<file path="src/rtl/serial_frame_pkg.sv">
// rtl/serial_frame_pkg.sv - shared constants, FSM state type and header check for serial_frame_rx
package serial_frame_pkg;

   localparam int FRAME_BITS = 36;
   localparam int DUTY_W     = 10;
   localparam int HDR_W      = 6;
   localparam int DUTY1_LSB  = 6;
   localparam int DUTY2_LSB  = 16;
   localparam int DUTY3_LSB  = 26;
   localparam int CNT_W      = 6;

   localparam logic [CNT_W-1:0] CNT_FULL = 6'd36;
   localparam logic [CNT_W-1:0] CNT_OVFL = 6'd37;

   typedef enum logic [1:0] {
      IDLE  = 2'd0,
      SHIFT = 2'd1,
      OVFL  = 2'd2
   } rx_state_t;

   // Header is the low bits of the 12-bit sum of the three duty fields.
   function automatic logic [HDR_W-1:0] frame_sum(input logic [DUTY_W-1:0] a,
                                                  input logic [DUTY_W-1:0] b,
                                                  input logic [DUTY_W-1:0] c);
      logic [11:0] s;
      s = 12'(a) + 12'(b) + 12'(c);
      return s[HDR_W-1:0];
   endfunction

endpackage

</file>
<file path="src/rtl/sync_edge.sv">
// rtl/sync_edge.sv - 2-FF synchronizer with a third register for rising-edge detect
module sync_edge (
   input  logic clk,
   input  logic reset,
   input  logic async_in,
   output logic sync,
   output logic rise
);

   logic meta;
   logic sync_q;
   logic prev;

   always_ff @(posedge clk or posedge reset) begin
      if (reset) begin
         meta   <= 1'b0;
         sync_q <= 1'b0;
         prev   <= 1'b0;
      end else begin
         meta   <= async_in;
         sync_q <= meta;
         prev   <= sync_q;
      end
   end

   assign sync = sync_q;
   assign rise = sync_q & ~prev;

endmodule

</file>
<file path="src/rtl/serial_frame_rx.sv">
// rtl/serial_frame_rx.sv - serial bus frame receiver feeding the PWM duty registers
// Optional header check against the duty sum when SERIAL_FRAME_CHECK_EN is defined.
module serial_frame_rx #(
   parameter int TIMEOUT_CYCLES = 4096
) (
   input  logic       clk,
   input  logic       reset,
   input  logic       clock_data,
   input  logic       data,
   input  logic       latch,
   output logic [9:0] duty1,
   output logic [9:0] duty2,
   output logic [9:0] duty3,
   output logic       frame_valid,
   output logic       frame_error,
   output logic       busy,
   output logic [7:0] err_count
);

   import serial_frame_pkg::*;

   localparam int TMR_W = $clog2(TIMEOUT_CYCLES + 1);

   logic                  cd_rise;
   logic                  latch_rise;
   logic                  unused_cd_sync;
   logic                  unused_latch_sync;
   logic                  data_meta;
   logic                  data_sync;
   rx_state_t             state;
   rx_state_t             next_state;
   logic [CNT_W-1:0]      bit_cnt;
   logic [FRAME_BITS-1:0] shreg;
   logic [TMR_W-1:0]      idle_tmr;
   logic                  take_bit;
   logic                  timeout;
   logic                  accept;
   logic                  reject;
   logic                  frame_ok;
   logic [DUTY_W-1:0]     f_duty1;
   logic [DUTY_W-1:0]     f_duty2;
   logic [DUTY_W-1:0]     f_duty3;

   sync_edge u_cd_sync (
      .clk      (clk),
      .reset    (reset),
      .async_in (clock_data),
      .sync     (unused_cd_sync),
      .rise     (cd_rise)
   );

   sync_edge u_latch_sync (
      .clk      (clk),
      .reset    (reset),
      .async_in (latch),
      .sync     (unused_latch_sync),
      .rise     (latch_rise)
   );

   // Same two-stage depth as clock_data, so data_sync lines up with cd_rise.
   always_ff @(posedge clk or posedge reset) begin
      if (reset) begin
         data_meta <= 1'b0;
         data_sync <= 1'b0;
      end else begin
         data_meta <= data;
         data_sync <= data_meta;
      end
   end

   assign f_duty1 = shreg[DUTY1_LSB +: DUTY_W];
   assign f_duty2 = shreg[DUTY2_LSB +: DUTY_W];
   assign f_duty3 = shreg[DUTY3_LSB +: DUTY_W];

`ifdef SERIAL_FRAME_CHECK_EN
   assign frame_ok = (bit_cnt == CNT_FULL) &&
                     (shreg[HDR_W-1:0] == frame_sum(f_duty1, f_duty2, f_duty3));
`else
   logic [HDR_W-1:0] unused_hdr;
   assign unused_hdr = shreg[HDR_W-1:0];
   assign frame_ok   = (bit_cnt == CNT_FULL);
`endif

   always_ff @(posedge clk or posedge reset) begin
      if (reset) begin
         state <= IDLE;
      end else begin
         state <= next_state;
      end
   end

   // A latch rise wins over a same-cycle bit, which is then dropped.
   always_comb begin
      next_state = state;
      take_bit   = 1'b0;
      timeout    = 1'b0;
      accept     = 1'b0;
      reject     = 1'b0;
      if (latch_rise) begin
         accept     = frame_ok;
         reject     = ~frame_ok;
         next_state = IDLE;
      end else if (cd_rise) begin
         take_bit = 1'b1;
         unique case (state)
            IDLE:    next_state = SHIFT;
            SHIFT:   if (bit_cnt == CNT_FULL) next_state = OVFL;
            default: next_state = state;
         endcase
      end else if (state != IDLE && idle_tmr == TMR_W'(TIMEOUT_CYCLES - 1)) begin
         timeout    = 1'b1;
         next_state = IDLE;
      end
   end

   always_ff @(posedge clk or posedge reset) begin
      if (reset) begin
         bit_cnt  <= '0;
         shreg    <= '0;
         idle_tmr <= '0;
      end else if (latch_rise || timeout) begin
         bit_cnt  <= '0;
         shreg    <= '0;
         idle_tmr <= '0;
      end else if (take_bit) begin
         if (bit_cnt < CNT_FULL) shreg[bit_cnt] <= data_sync;
         if (bit_cnt < CNT_OVFL) bit_cnt <= bit_cnt + 6'd1;
         idle_tmr <= '0;
      end else if (state != IDLE) begin
         idle_tmr <= idle_tmr + TMR_W'(1);
      end
   end

   always_ff @(posedge clk or posedge reset) begin
      if (reset) begin
         duty1       <= '0;
         duty2       <= '0;
         duty3       <= '0;
         frame_valid <= 1'b0;
         frame_error <= 1'b0;
         err_count   <= '0;
      end else begin
         frame_valid <= accept;
         frame_error <= reject;
         if (accept) begin
            duty1 <= f_duty1;
            duty2 <= f_duty2;
            duty3 <= f_duty3;
         end
         if (reject && err_count != 8'hFF) err_count <= err_count + 8'd1;
      end
   end

   assign busy = (bit_cnt != '0);

endmodule
</file>
<file path="config.mk">
export PLATFORM = sky130hd
export DESIGN_NAME = serial_frame_rx
export DESIGN_NICKNAME = d
export VERILOG_FILES = /design/src/rtl/serial_frame_pkg.sv /design/src/rtl/sync_edge.sv /design/src/rtl/serial_frame_rx.sv
export SDC_FILE = /design/constraint.sdc
export NUM_CORES = 1
export LEC_CHECK = 0
export ABC_AREA = 1
export CORE_ASPECT_RATIO = 2
export CORE_MARGIN = 4
export CORE_UTILIZATION = 30
export CTS_CLUSTER_SIZE = 8
export DETAILED_ROUTE_END_ITERATION = 12
export PLACE_DENSITY = 0.56
export SLEW_MARGIN = 20
export SYNTH_ARGS = -nofsm -noshare
export SYNTH_HDL_FRONTEND = slang
export SYNTH_SLANG_ARGS = --single-unit
</file>
<file path="constraint.sdc">
create_clock -name clk -period 3.3 [get_ports clk]
set_clock_uncertainty 0.1 [all_clocks]
set_input_delay 0.495 -clock clk [delete_from_list [all_inputs] [get_ports clk]]
set_output_delay 0.495 -clock clk [all_outputs]
set_load 0.02 [all_outputs]
</file>
* Yosys cells after proc, flatten, opt, wreduce, memory -nomap -nowiden
Index checks and enable logic that the tools add are counted.
** Cells by class
- Add/sub/neg operators :: 3
- Magnitude comparators :: 4
- Eq/ne operators :: 6
- Mux-type cells :: 24
- Bitwise operators :: 5
- Reduce and logical (&&, ||, !) cells :: 15
** Operators by type and width (number)
- $mux W36 :: 3
- $mux W13 :: 3
- $bwmux W36 :: 1
- $mux W6 :: 3
- $add A13 B1 Y13 const B :: 1
- $eq A13 B12 Y1 const B :: 1
- $lt A6 B6 Y1 const B :: 2
- $add A8 B1 Y8 const B :: 1
- $mux W1 :: 8
- $mux W2 :: 4
- $ne A8 B8 Y1 const B :: 1
- $reduce_bool A2 Y1 :: 4
- $lt A6 B7 Y1 const B :: 1
- $add A6 B1 Y6 const B :: 1
- $demux W1 S6 :: 1
- $eq A6 B6 Y1 const B :: 1
- $ge A6 B1 Y1 const B :: 1
- $reduce_bool A3 Y1 :: 2
- $reduce_bool A6 Y1 :: 1
- $ne A4 B1 Y1 const B :: 1
- $ne A4 B4 Y1 const B :: 1
- $pmux W2 S2 :: 1
- $reduce_and A2 Y1 :: 2
- $logic_and A1 B1 Y1 :: 3
- 6 further kinds :: 9
** Storage, ports and cells
- Flip-flop bits (word level) :: 105
- Word-level logic and storage cells :: 75

* Longest topological paths before layout
- Depth in word-level cells :: 8
- Gate-level depth with buffers :: 11

* Modules after synthesis
From an unflattened synthesis, not the netlist that was laid out.
** Second synthesis, totals
- Cells, all modules :: 643
- Area total of the unflattened synthesis :: 4951.0 um^2
** By module, submodules not included
- serial_frame_rx :: times used 1, cells an instance 631, area each 4773.3 um^2
- sync_edge :: times used 2, cells an instance 6, area each 88.8 um^2

* Least setup slack after synthesis
OpenSTA, ideal clock, no wires.
- Kind :: register -> register
- Start point :: register bit_cnt[0]
- End point :: register duty1[0]
- Data arrival time :: 1454 ps
- Data required time :: 3083 ps
- Path slack :: 1629 ps
- Cell stages (with the launch flop) :: 11
- Buffers on the path :: 1
- Period minus slack after synthesis :: 1671 ps
- Cells stage by stage :: dfrtp_1 inv_1 ha_1 nand2_1 nor2_4 inv_2 nor2_4 inv_4 buf_6 nand2_1 nand2_1
** On the way
- Longest elaborated chain between the ends :: 2
** Ends and longest elaborated chain
- start, declared :: RTL line serial_frame_rx.sv:32 : logic [CNT_W-1:0] bit_cnt;
- start signal, assigned :: RTL line serial_frame_rx.sv:127 : if (bit_cnt < CNT_OVFL) bit_cnt <= bit_cnt + 6'd1;
- $eq A6 B6 Y1 :: RTL line serial_frame_rx.sv:81 : assign frame_ok = (bit_cnt == CNT_FULL);
- $mux W1 :: RTL line serial_frame_rx.sv:99 : if (latch_rise) begin
- end signal, assigned :: RTL line serial_frame_rx.sv:146 : duty1 <= f_duty1;
- end, declared :: RTL line serial_frame_rx.sv:11 : output logic [9:0] duty1,
Every way passes these cells.
A chain may end at the register's enable or synchronous reset.

* Worst setup path after layout
- Start point :: register bit_cnt[0]
- End point :: output port busy
** On the way
- Longest elaborated chain between the ends :: 1
** Ends and longest elaborated chain
- $reduce_bool A6 Y1 :: RTL line serial_frame_rx.sv:154 : assign busy = (bit_cnt != '0);
- end, declared :: RTL line serial_frame_rx.sv:16 : output logic busy,
Every way passes these cells.

==> flow_metrics.tcl <==
set metrics [dict create \
    fin_crit_sh_pct 77.6 \
    synth_top_family_by_area "simple AND/OR/NAND/NOR gates" \
    hpwlAfterDp_mm 7.86 \
    path_buf_inv 2 \
    cp_cell_sequence "inv_1 -> ha_1 -> nand4_1 -> clkdlybuf4s50_1" \
    ant_nets 0 \
    wire_per_inst_um 12.4 \
    rows 65 \
    slew_viol_final 0 \
    syn-cell-area_um2 4860 \
    hold_violations 0 \
    holdPathStages 0 \
    cts-buffers-inserted 9 \
    synth_xor_xnor_area_share_pct 1.80 \
    r2r_slack_ns 1.14 \
    leakage_nw 3.01 \
    arrival_ns 1.96 \
    synth-compound-area-share_pct 2.37 \
    area_growth_pct 18.4 \
    grt_pass1_vias 3829 \
    min_period_ns 2.56 \
    cpLargestDelayFamily "buffers and inverters" \
    critPathCaptureType "output port" \
    powerDensity_nw_per_um2 495 \
    drc 0 \
    worst-path-stages 4 \
    port_buffers 45 \
    wl_met2_mm 6.04 \
    synth.distinct_cells 29 \
    vias_per_cell 4.42 \
    yosys.area_share.simple_pct 34.3 \
    syn_inst 627 \
    reg2reg_to "duty3[6]" \
    synth-adder-area-share_pct 1.29 \
    drive_gt1_share_pct 5.97 \
    power_w 0.00285 \
    top_layer "met4" \
    min_from "data_meta" \
    clockRootBuffer "clkbuf_16" \
    min_path_type "register to register" \
    die_h_um 188 \
    route.met3.wl_um 279 \
    grt_max_degree 61 \
    cts_resized 0 \
    ys.warnings.count 0 \
    routed_wirelength_mm 10.8 \
    syn_nets 637 \
    start_kind "register" \
    fp.dieW_um 98.0 \
    status "complete, no violations" \
    seq_area_um2 2480 \
    grt_antenna_before_repair 0 \
    clockBufferDepth 2 \
    cts_tree "yes" \
    vias 3849 \
    wl_met1_mm 4.11 \
    start_util_pct 30.6 \
    cpPeakStageDelay_ns 0.62 \
    final_cell_area_um2 5750 \
    fin_tns_setup_ns 0 \
    first_iter_violations 292 \
    ios 46 \
    vdd_drop_max_mv 0.322 \
    worstMarginPinSlew_ns 0.997 \
    required_ns 2.70 \
    hold_buffers 0 \
    grt_use_total_pct 12.6 \
    htreeDepth 3 \
    dpl-instance-area_um2 5440 \
    avgSynthCellArea_um2 7.75 \
    core_area_um2 15900 \
    timing.fmax_ghz 0.391 \
    synth-seq-cells 99 \
    path_max_fanout 8 \
    setup_slack_ns 0.741 \
    grt_first_pass_wirelength_mm 18.7 \
    post_cts_buffers 0 \
    finalSetupViolCount 0 \
    fill_cells 1721 \
    cts.sinks 99 \
    nets 675 \
    maxSlewHeadroom_pct 33.5 \
    rsz0062_at_grt "false" \
    cap_violations 0 \
    multi_input_area_um2 1930 \
    gp_congestion 0.873 \
    grt-ovfl-total 0 \
    slowest_stage "clkdlybuf4s50_1" \
    dr.pass1.iters 4 \
    holdPathEnd "data_sync" \
    fp.dieArea_um2 18400 \
    num_antenna_cells 0 \
    dp_slack_ns 1.13 \
    clock_latency_ns 0.35 \
    synth.mux.area_fraction_pct 0 \
    clkSlewWorstSetupHoldPaths_ns 0.07 \
    seq_area_frac_synth_pct 51.0 \
    r2r-start "bit_cnt[0]" \
    critical_path_class "register to output port" \
    r2r_cells 9 \
]
-- metrics by stage --
stage | util [%] | hold slack [ns] | std cells
after floorplan | - | 0.231 | 627
after global placement | 34.3 | 0.239 | 855
after detailed placement | 34.3 | 0.236 | 855
after CTS | 36.3 | 0.252 | 871
after global routing | 36.3 | 0.258 | 871
final | 36.3 | 0.250 | 871
-- Yosys cell counts (all sizes together) --
cell | number | area (um^2)
nand2 | 260 | 996
dfrtp | 99 | 2480
inv | 73 | 277
nand3 | 61 | 305
nor2 | 53 | 231
buf | 19 | 156
nand4 | 11 | 68.8
o21ai | 11 | 55.1
nor3 | 9 | 45.0
xor2 | 9 | 78.8
a21oi | 7 | 46.3
ha | 5 | 62.6
clkbuf | 3 | 11.3
nor3b | 2 | 15.0
a31oi | 1 | 6.26
and3 | 1 | 6.26
clkinv | 1 | 3.75
o21bai | 1 | 7.51
xnor2 | 1 | 8.76
-- worst max path at each step --
stage                          start         end  slack (ns)
after global placement    bit_cnt[0]        busy        1.15
after floorplan                reset  bit_cnt[0]        0.11
after detailed placement  bit_cnt[0]        busy        1.13
final                     bit_cnt[0]        busy        0.74
after CTS                 bit_cnt[0]        busy        0.71
after global routing      bit_cnt[0]        busy        0.64
-- sequential cells by signal (all words and copies together), names as in the netlist --
signal and cells:
duty1 10, bit_cnt 6, u_cd_sync.meta 1, frame_valid 1
idle_tmr 13, frame_error 1, u_latch_sync.meta 1, u_latch_sync.sync 1
shreg 30, u_cd_sync.sync 1, state 2, u_latch_sync.prev 1
u_cd_sync.prev 1, data_sync 1, duty2 10, data_meta 1
duty3 10, err_count 8
-- placed cells by master, fill, tap and decap left out, types with 2 or more instances in the layout --
cell type | netlist | routed
a21oi_1 | 6 | 6
o21ai_1 | 2 | 2
nor3b_1 | 2 | 2
nand4_1 | 11 | 11
xor2_1 | 9 | 9
buf_4 | 7 | 3
nand2_2 | 5 | 5
nor2_1 | 48 | 48
nand2_1 | 254 | 254
clkdlybuf4s50_1 | 0 | 45
inv_2 | 6 | 6
bufinv_16 | 0 | 2
nor3_1 | 9 | 9
inv_4 | 1 | 2
nor2_4 | 4 | 4
nand3_1 | 61 | 61
clkinv_2 | 0 | 3
dfrtp_1 | 99 | 99
clkbuf_16 | 0 | 9
inv_1 | 66 | 65
o21ai_0 | 9 | 9
ha_1 | 5 | 5
-- cell families after synthesis --
| group | Yosys count |
|---|---|
| and+or+nand+nor | 397 |
| DFF | 99 |
| buffers and inverters | 96 |
| AOI/OAI and AO/OA | 20 |
| xor gates and xnor gates | 10 |
| adders and majority gates | 5 |
-- report_power, final --
part	switching (W)	internal, W	total [W]
Clock	0.000469	0.000663	0.00113
Combinational	0.000236	0.000138	0.000373
Sequential	0.0000721	0.00127	0.00134
-- routing by layer --
metal  vias up  global-route usage [%]
li1       2000                       -
met3        20                    2.27
met2        52                    23.8
met1      1777                    13.0
met4         0                    6.45
met5         -                       0
-- layout make-up --
type                            count  area share, %
Clock buffer                        9           3.91
Clock inverter                      7           1.59
Inverter                           74           4.91
Multi-Input combinational cell    432           33.6
Sequential cell                    99           43.1
Tap cell                          201           4.37
Timing Repair Buffer               49           8.57
No activity file was read; power rests on OpenSTA's default activity.
